### src/rtl/frame_seq_pkg.sv
// Shared encodings, header constants and header helpers for frame_sequencer.
package frame_seq_pkg;

  localparam int unsigned HDR_W   = 32;
  localparam int unsigned STATE_W = 2;
  localparam int unsigned BAD_W   = 8;

  localparam logic [STATE_W-1:0] ST_IDLE_ENC    = 2'd0;
  localparam logic [STATE_W-1:0] ST_RUN_ENC     = 2'd1;
  localparam logic [STATE_W-1:0] ST_TIMEOUT_ENC = 2'd2;
  localparam logic [STATE_W-1:0] ST_ESTOP_ENC   = 2'd3;

  typedef enum logic [STATE_W-1:0] {
    ST_IDLE    = ST_IDLE_ENC,
    ST_RUN     = ST_RUN_ENC,
    ST_TIMEOUT = ST_TIMEOUT_ENC,
    ST_ESTOP   = ST_ESTOP_ENC
  } seq_state_e;

  localparam logic [HDR_W-1:0] HDR_WRITE = 32'h74697277;  // "writ"
  localparam logic [HDR_W-1:0] HDR_READ  = 32'h64616572;  // "read"
  localparam logic [HDR_W-1:0] HDR_DATA  = 32'h64617461;  // "data"
  localparam logic [HDR_W-1:0] HDR_ESTP  = 32'h65737470;  // "estp"

  typedef enum logic [1:0] {
    FR_NONE,
    FR_WRITE,
    FR_READ,
    FR_BAD
  } frame_class_e;

  // Header arrives byte-swapped in the top word of the frame.
  function automatic logic [HDR_W-1:0] unswap_header(input logic [HDR_W-1:0] raw);
    return {raw[7:0], raw[15:8], raw[23:16], raw[31:24]};
  endfunction

  function automatic frame_class_e classify(input logic valid, input logic [HDR_W-1:0] hdr);
    frame_class_e fc;
    if (!valid)                 fc = FR_NONE;
    else if (hdr == HDR_WRITE)  fc = FR_WRITE;
    else if (hdr == HDR_READ)   fc = FR_READ;
    else                        fc = FR_BAD;
    return fc;
  endfunction

endpackage

### src/rtl/frame_sequencer_watchdog_timer.sv
// Up-counter with synchronous clear and enable; tc_c strobes on the last count
// before wrap. Shared by the host-link watchdog and the ESTOP debouncer.
module watchdog_timer #(
  parameter int unsigned MAX_COUNT = 16
) (
  input  logic sysclk,
  input  logic rst_n,
  input  logic clear,
  input  logic enable,
  output logic tc_c
);

  localparam int unsigned CNT_W = (MAX_COUNT > 1) ? $clog2(MAX_COUNT) : 1;

  logic [CNT_W-1:0] count_q;

  // Clear outranks the terminal strobe so a restart never reports expiry.
  assign tc_c = enable && !clear && (count_q == CNT_W'(MAX_COUNT - 1));

  always_ff @(posedge sysclk) begin
    if (!rst_n || clear) begin
      count_q <= '0;
    end else if (enable) begin
      count_q <= tc_c ? '0 : count_q + CNT_W'(1);
    end
  end

endmodule

### src/rtl/frame_sequencer.sv
// SPI frame sequencer: header check, command latch, link watchdog, ESTOP latch.
// Optional macro FRAME_SEQ_ESTOP_DEBOUNCE_EN adds a stability filter on estop_in.
module frame_sequencer
  import frame_seq_pkg::*;
#(
  parameter int unsigned BUFFER_SIZE     = 240,
  parameter int unsigned TIMEOUT_CYCLES  = 4800000,
  parameter int unsigned DEBOUNCE_CYCLES = 48000
) (
  input  logic                   sysclk,
  input  logic                   rst_n,
  input  logic                   pkg_done,
  input  logic [BUFFER_SIZE-1:0] rx_frame,
  input  logic                   estop_in,
  output logic [BUFFER_SIZE-1:0] cmd_data,
  output logic                   cmd_valid,
  output logic [HDR_W-1:0]       header_tx,
  output logic                   fault,
  output logic [STATE_W-1:0]     state,
  output logic [BAD_W-1:0]       bad_frames
);

  if (TIMEOUT_CYCLES < 2 || DEBOUNCE_CYCLES < 2 || BUFFER_SIZE < HDR_W) begin : g_param_check
    $error("frame_sequencer: unsupported parameter values");
  end

  seq_state_e             state_q;
  seq_state_e             state_d;
  logic [BUFFER_SIZE-1:0] cmd_data_d;
  logic                   cmd_valid_d;
  logic [HDR_W-1:0]       header_d;
  logic                   fault_d;
  logic [BAD_W-1:0]       bad_d;
  frame_class_e           fclass_c;
  logic [1:0]             estop_sync_q;
  logic                   estop_act;
  logic                   wd_clear;
  logic                   wd_en;
  logic                   wd_tc_c;

  assign fclass_c = classify(pkg_done, unswap_header(rx_frame[BUFFER_SIZE-1 -: HDR_W]));
  assign state    = state_q;

  // Two-flop synchroniser for the asynchronous estop input.
  always_ff @(posedge sysclk) begin
    if (!rst_n) estop_sync_q <= '0;
    else        estop_sync_q <= {estop_sync_q[0], estop_in};
  end

`ifdef FRAME_SEQ_ESTOP_DEBOUNCE_EN
  logic estop_db_q;
  logic db_diff;
  logic db_tc_c;

  assign db_diff = (estop_sync_q[1] != estop_db_q);

  // Any return to the current level restarts the stability window.
  watchdog_timer #(
    .MAX_COUNT(DEBOUNCE_CYCLES)
  ) u_debounce (
    .sysclk(sysclk),
    .rst_n (rst_n),
    .clear (!db_diff),
    .enable(db_diff),
    .tc_c  (db_tc_c)
  );

  always_ff @(posedge sysclk) begin
    if (!rst_n)       estop_db_q <= 1'b0;
    else if (db_tc_c) estop_db_q <= estop_sync_q[1];
  end

  assign estop_act = estop_db_q;
`else
  assign estop_act = estop_sync_q[1];
`endif

  // Any recognised frame is proof of life; outside RUN the watchdog is held at zero.
  assign wd_en    = (state_q == ST_RUN);
  assign wd_clear = (fclass_c == FR_WRITE) || (fclass_c == FR_READ) || !wd_en;

  watchdog_timer #(
    .MAX_COUNT(TIMEOUT_CYCLES)
  ) u_watchdog (
    .sysclk(sysclk),
    .rst_n (rst_n),
    .clear (wd_clear),
    .enable(wd_en),
    .tc_c  (wd_tc_c)
  );

  // Next state and next output values; ESTOP > WRITE > watchdog expiry.
  always_comb begin
    state_d     = state_q;
    cmd_data_d  = cmd_data;
    cmd_valid_d = 1'b0;
    bad_d       = bad_frames;

    if (fclass_c == FR_BAD && bad_frames != {BAD_W{1'b1}}) begin
      bad_d = bad_frames + BAD_W'(1);
    end

    if (estop_act) begin
      state_d    = ST_ESTOP;
      cmd_data_d = '0;
    end else if (fclass_c == FR_WRITE) begin
      state_d     = ST_RUN;
      cmd_data_d  = rx_frame;
      cmd_valid_d = 1'b1;
    end else if (state_q == ST_RUN && wd_tc_c) begin
      state_d    = ST_TIMEOUT;
      cmd_data_d = '0;
    end

    header_d = (state_d == ST_ESTOP) ? HDR_ESTP : HDR_DATA;
    fault_d  = (state_d != ST_RUN);
  end

  always_ff @(posedge sysclk) begin
    if (!rst_n) begin
      state_q    <= ST_IDLE;
      cmd_data   <= '0;
      cmd_valid  <= 1'b0;
      header_tx  <= HDR_DATA;
      fault      <= 1'b1;
      bad_frames <= '0;
    end else begin
      state_q    <= state_d;
      cmd_data   <= cmd_data_d;
      cmd_valid  <= cmd_valid_d;
      header_tx  <= header_d;
      fault      <= fault_d;
      bad_frames <= bad_d;
    end
  end

endmodule

### config.mk
export PLATFORM = sky130hd
export DESIGN_NAME = frame_sequencer
export DESIGN_NICKNAME = d
export VERILOG_FILES = /design/src/rtl/frame_seq_pkg.sv /design/src/rtl/frame_sequencer_watchdog_timer.sv /design/src/rtl/frame_sequencer.sv
export SDC_FILE = /design/constraint.sdc
export NUM_CORES = 1
export LEC_CHECK = 0
export BUFFER_PORTS_ARGS = -buffer_cell sky130_fd_sc_hd__buf_4
export CORE_AREA = 4 4 202 204
export DETAILED_ROUTE_END_ITERATION = 16
export DIE_AREA = 0 0 206 208
export PLACE_DENSITY = 0.51
export RECOVER_POWER = 50
export SLEW_MARGIN = 30
export SYNTH_ARGS = -nofsm -noshare
export SYNTH_HDL_FRONTEND = slang
export SYNTH_SLANG_ARGS = --single-unit
### constraint.sdc
create_clock -name sysclk -period 10.3 [get_ports sysclk]
set_input_delay 2.06 -clock sysclk [delete_from_list [all_inputs] [get_ports sysclk]]
set_output_delay 2.06 -clock sysclk [all_outputs]
set_load 0.005 [all_outputs]
==> out/qor.yml <==
outcome: "finished with violations"
failed_checks: "capacitance limit, slew limit"
path_class: "primary input to flop"
fin_nets: 1514
finalWeightedCongestion: 0.7887
synth_area_leaders: "dfxtp_1 58%, a32o_1 22%, buf_4 3.5%"
critPathTopFamily: "simple AND/OR/NAND/NOR gates"
hpwl_mm: 24.24
fill_cells: 4082
async_flop_share_pct: 0
drive_gt1_share_pct: 32.79
period_share_pct: 60.41
min_period_ns: 6.222
required_ns: 10.70
synth-edff-count: 0
min_to: "estop_sync_q[1]"
vias: 8631
peakVddDrop_mv: 0.1144
first_pass_iters: 4
grt_usage_pct: 14.56
reg2reg_to: "cmd_data[95]"
start_kind: "primary input"
grt_max_degree: 101
cts_sinks: 279
grt_pass1_vias: 8298
cts_buffer_depth: 3
die_height_um: 208
worst_pin_slew_ns: 2.248
synth_area_leader_cell: "dfxtp_1"
finalPower_mw: 2.317
r2r-start: "u_watchdog.count_q[0]"
mostFrequentLayoutCells: "279 x dfxtp_1, 246 x buf_4, 208 x a32o_1, 146 x clkbuf_1, 117 x clkbuf_4"
hold_depth: 1
end_kind: "flop"
hold_viol: 0
syn_inst: 811
fin_skew_ns: 0.01687
cp_num_buf_inv: 2
ctsHtreeMaxLevel: 2
grt_pass1_wl_mm: 49.76
start_util_pct: 24.60
cts_buffers: 34
hold_class: "flop to flop"
final_antenna_net_count: 0
core-area_mm2: 0.03928
tns_ns: 0
final_common_cell: "dfxtp_1"
portBuffers: 500
ys_seq_area_share_pct: 57.80
final_cell_count_no_fill: 1812
cts_tree: "built"
synth_area_mm2: 0.009663
grt_setup_unrepaired: "false"
yosysUniqueCellTypes: 48
max_freq_mhz: 160.7
leakagePower_nw: 5.728
arrival_ns: 6.63
cts_root_buffer: "clkbuf_16"
cts_hold_buf: 0
antenna_found_initial: 0
syn_to_final_growth_pct: 46.03
post_cts_resized: 0
slowest_stage: "nand3_1"
n_antenna_cell: 0
routed_wirelength_mm: 33.94
placementRows: 73
setup_viol: 0
drt-vias-per-instance: 4.763
ff2ff_setup_slack_ns: 7.08
worstPathMaxFanout: 86
chipWidth_um: 206
io_pins: 528
clkTransAtPathRegs_ns: 0.06
synth_top_cell_area_share_pct: 57.80
r2r_cells: 7
powerDensity_mw_per_mm2: 164.2
ys_warn_count: 0
slew-limit-headroom_pct: -50.28
cp_cell_sequence: "clkbuf_4 -> or4b_2 -> nor4_1 -> nand3_1 -> buf_4 -> a32o_1"
slew_viol_final: 54
syn_area_per_cell_um2: 11.91
cts_setup_buffers: 0
synth_flop_cell: "dfxtp_1"
drc: 0
yosys_register_bits: 279
drv_cap: 1
grt-ovfl-total: 0
drt-initial-drc-count: 504
wl_per_cell_um: 18.73
dieArea_mm2: 0.04285
worst_path_largest_cell_delay_ns: 1.70
dp.cells: 1756
clock_latency_ns: 0.52
min_from: "estop_sync_q[0]"
## worst max-delay path by stage
stage | from | to | slack, ns | depth (start not counted)
floorplan | rx_frame[223] | cmd_data[100] | 5.50 | 10
global placement | rx_frame[223] | cmd_data[120] | 4.19 | 11
detailed placement | rx_frame[223] | cmd_data[45] | 4.10 | 11
CTS | rx_frame[223] | cmd_data[45] | 4.66 | 11
global route | rx_frame[223] | cmd_data[142] | 3.68 | 6
finish | rx_frame[223] | cmd_data[98] | 4.08 | 6
## where the power goes
group	switching (mW)	leakage (nW)	total, mW	internal, mW
clock network	0.450	0.515	1.13	0.676
logic	0.0438	2.97	0.107	0.0637
registers	0.00197	2.25	1.08	1.08
## area by class of cell
type                       instances  area [um2]  area share, %
clock inverter                     8       51.30         0.3635
inverter                           6       22.52         0.1596
multi-input combinational        439        3517          24.92
clock buffer                      48        1005          7.120
sequential                       279        5585          39.58
tap                              525       656.9          4.655
timing repair buffer             507        3273          23.20
## per-layer routing
metal	global-route usage [%]	up-vias	routed length, um	part of all wire (%)
li1	-	4094	-	-
met1	17.21	4127	13280	39
met2	24.97	344	16760	49
met3	4.411	66	2768	8.2
met4	5.071	0	1127	3.3
met5	0	-	0	0
## logic make-up after synthesis
| logic type | Yosys count | synth area share (%) |
|---|---|---|
| buffers and inverters | 118 | 6.668 |
| xor gates and xnor gates | 11 | 0.9970 |
| muxes | 3 | 0.3237 |
| DFF | 279 | 57.80 |
| adders and majority gates | 3 | 0.3885 |
| other | 2 | 0.07772 |
| and+or+nand+nor | 127 | 8.183 |
| AOI/OAI and AO/OA | 268 | 25.56 |
## synth_stat cells (5+ instances only)
library cell	n
nor4_1	6
buf_2	20
a21oi_1	17
or3_1	7
and4_1	6
nand4_1	8
nor3_1	7
or4_1	6
clkbuf_1	46
buf_4	45
dfxtp_1	279
o21ai_0	11
nand3_1	9
nor2_1	20
o31ai_1	5
xnor2_1	7
and3_1	16
a21o_1	18
nand4b_1	5
inv_1	6
a32o_1	208
nand2_1	15
## per-stage QoR
stage | utilization [%] | setup slack (ns) | cell area (um2) | hold slack (ns)
floorplan | - | 5.503 | 9757 | 0.4119
global placement | 34.68 | 4.187 | 13620 | 0.4171
detailed placement | 34.69 | 4.097 | 13620 | 0.4284
CTS | 37.38 | 4.659 | 14680 | 0.4419
global route | 35.93 | 3.683 | 14110 | 0.4582
finish | 35.93 | 4.078 | 14110 | 0.4361
## sequential cells by signal, indices dropped and copies added, names as in the netlist
| register | flops |
|---|---|
| cmd_data | 240 |
| u_watchdog.count_q | 23 |
| bad_frames | 8 |
| estop_sync_q | 2 |
| header_tx | 2 |
| state | 2 |
| cmd_valid | 1 |
| fault | 1 |
(Power assumes the default switching activity.)
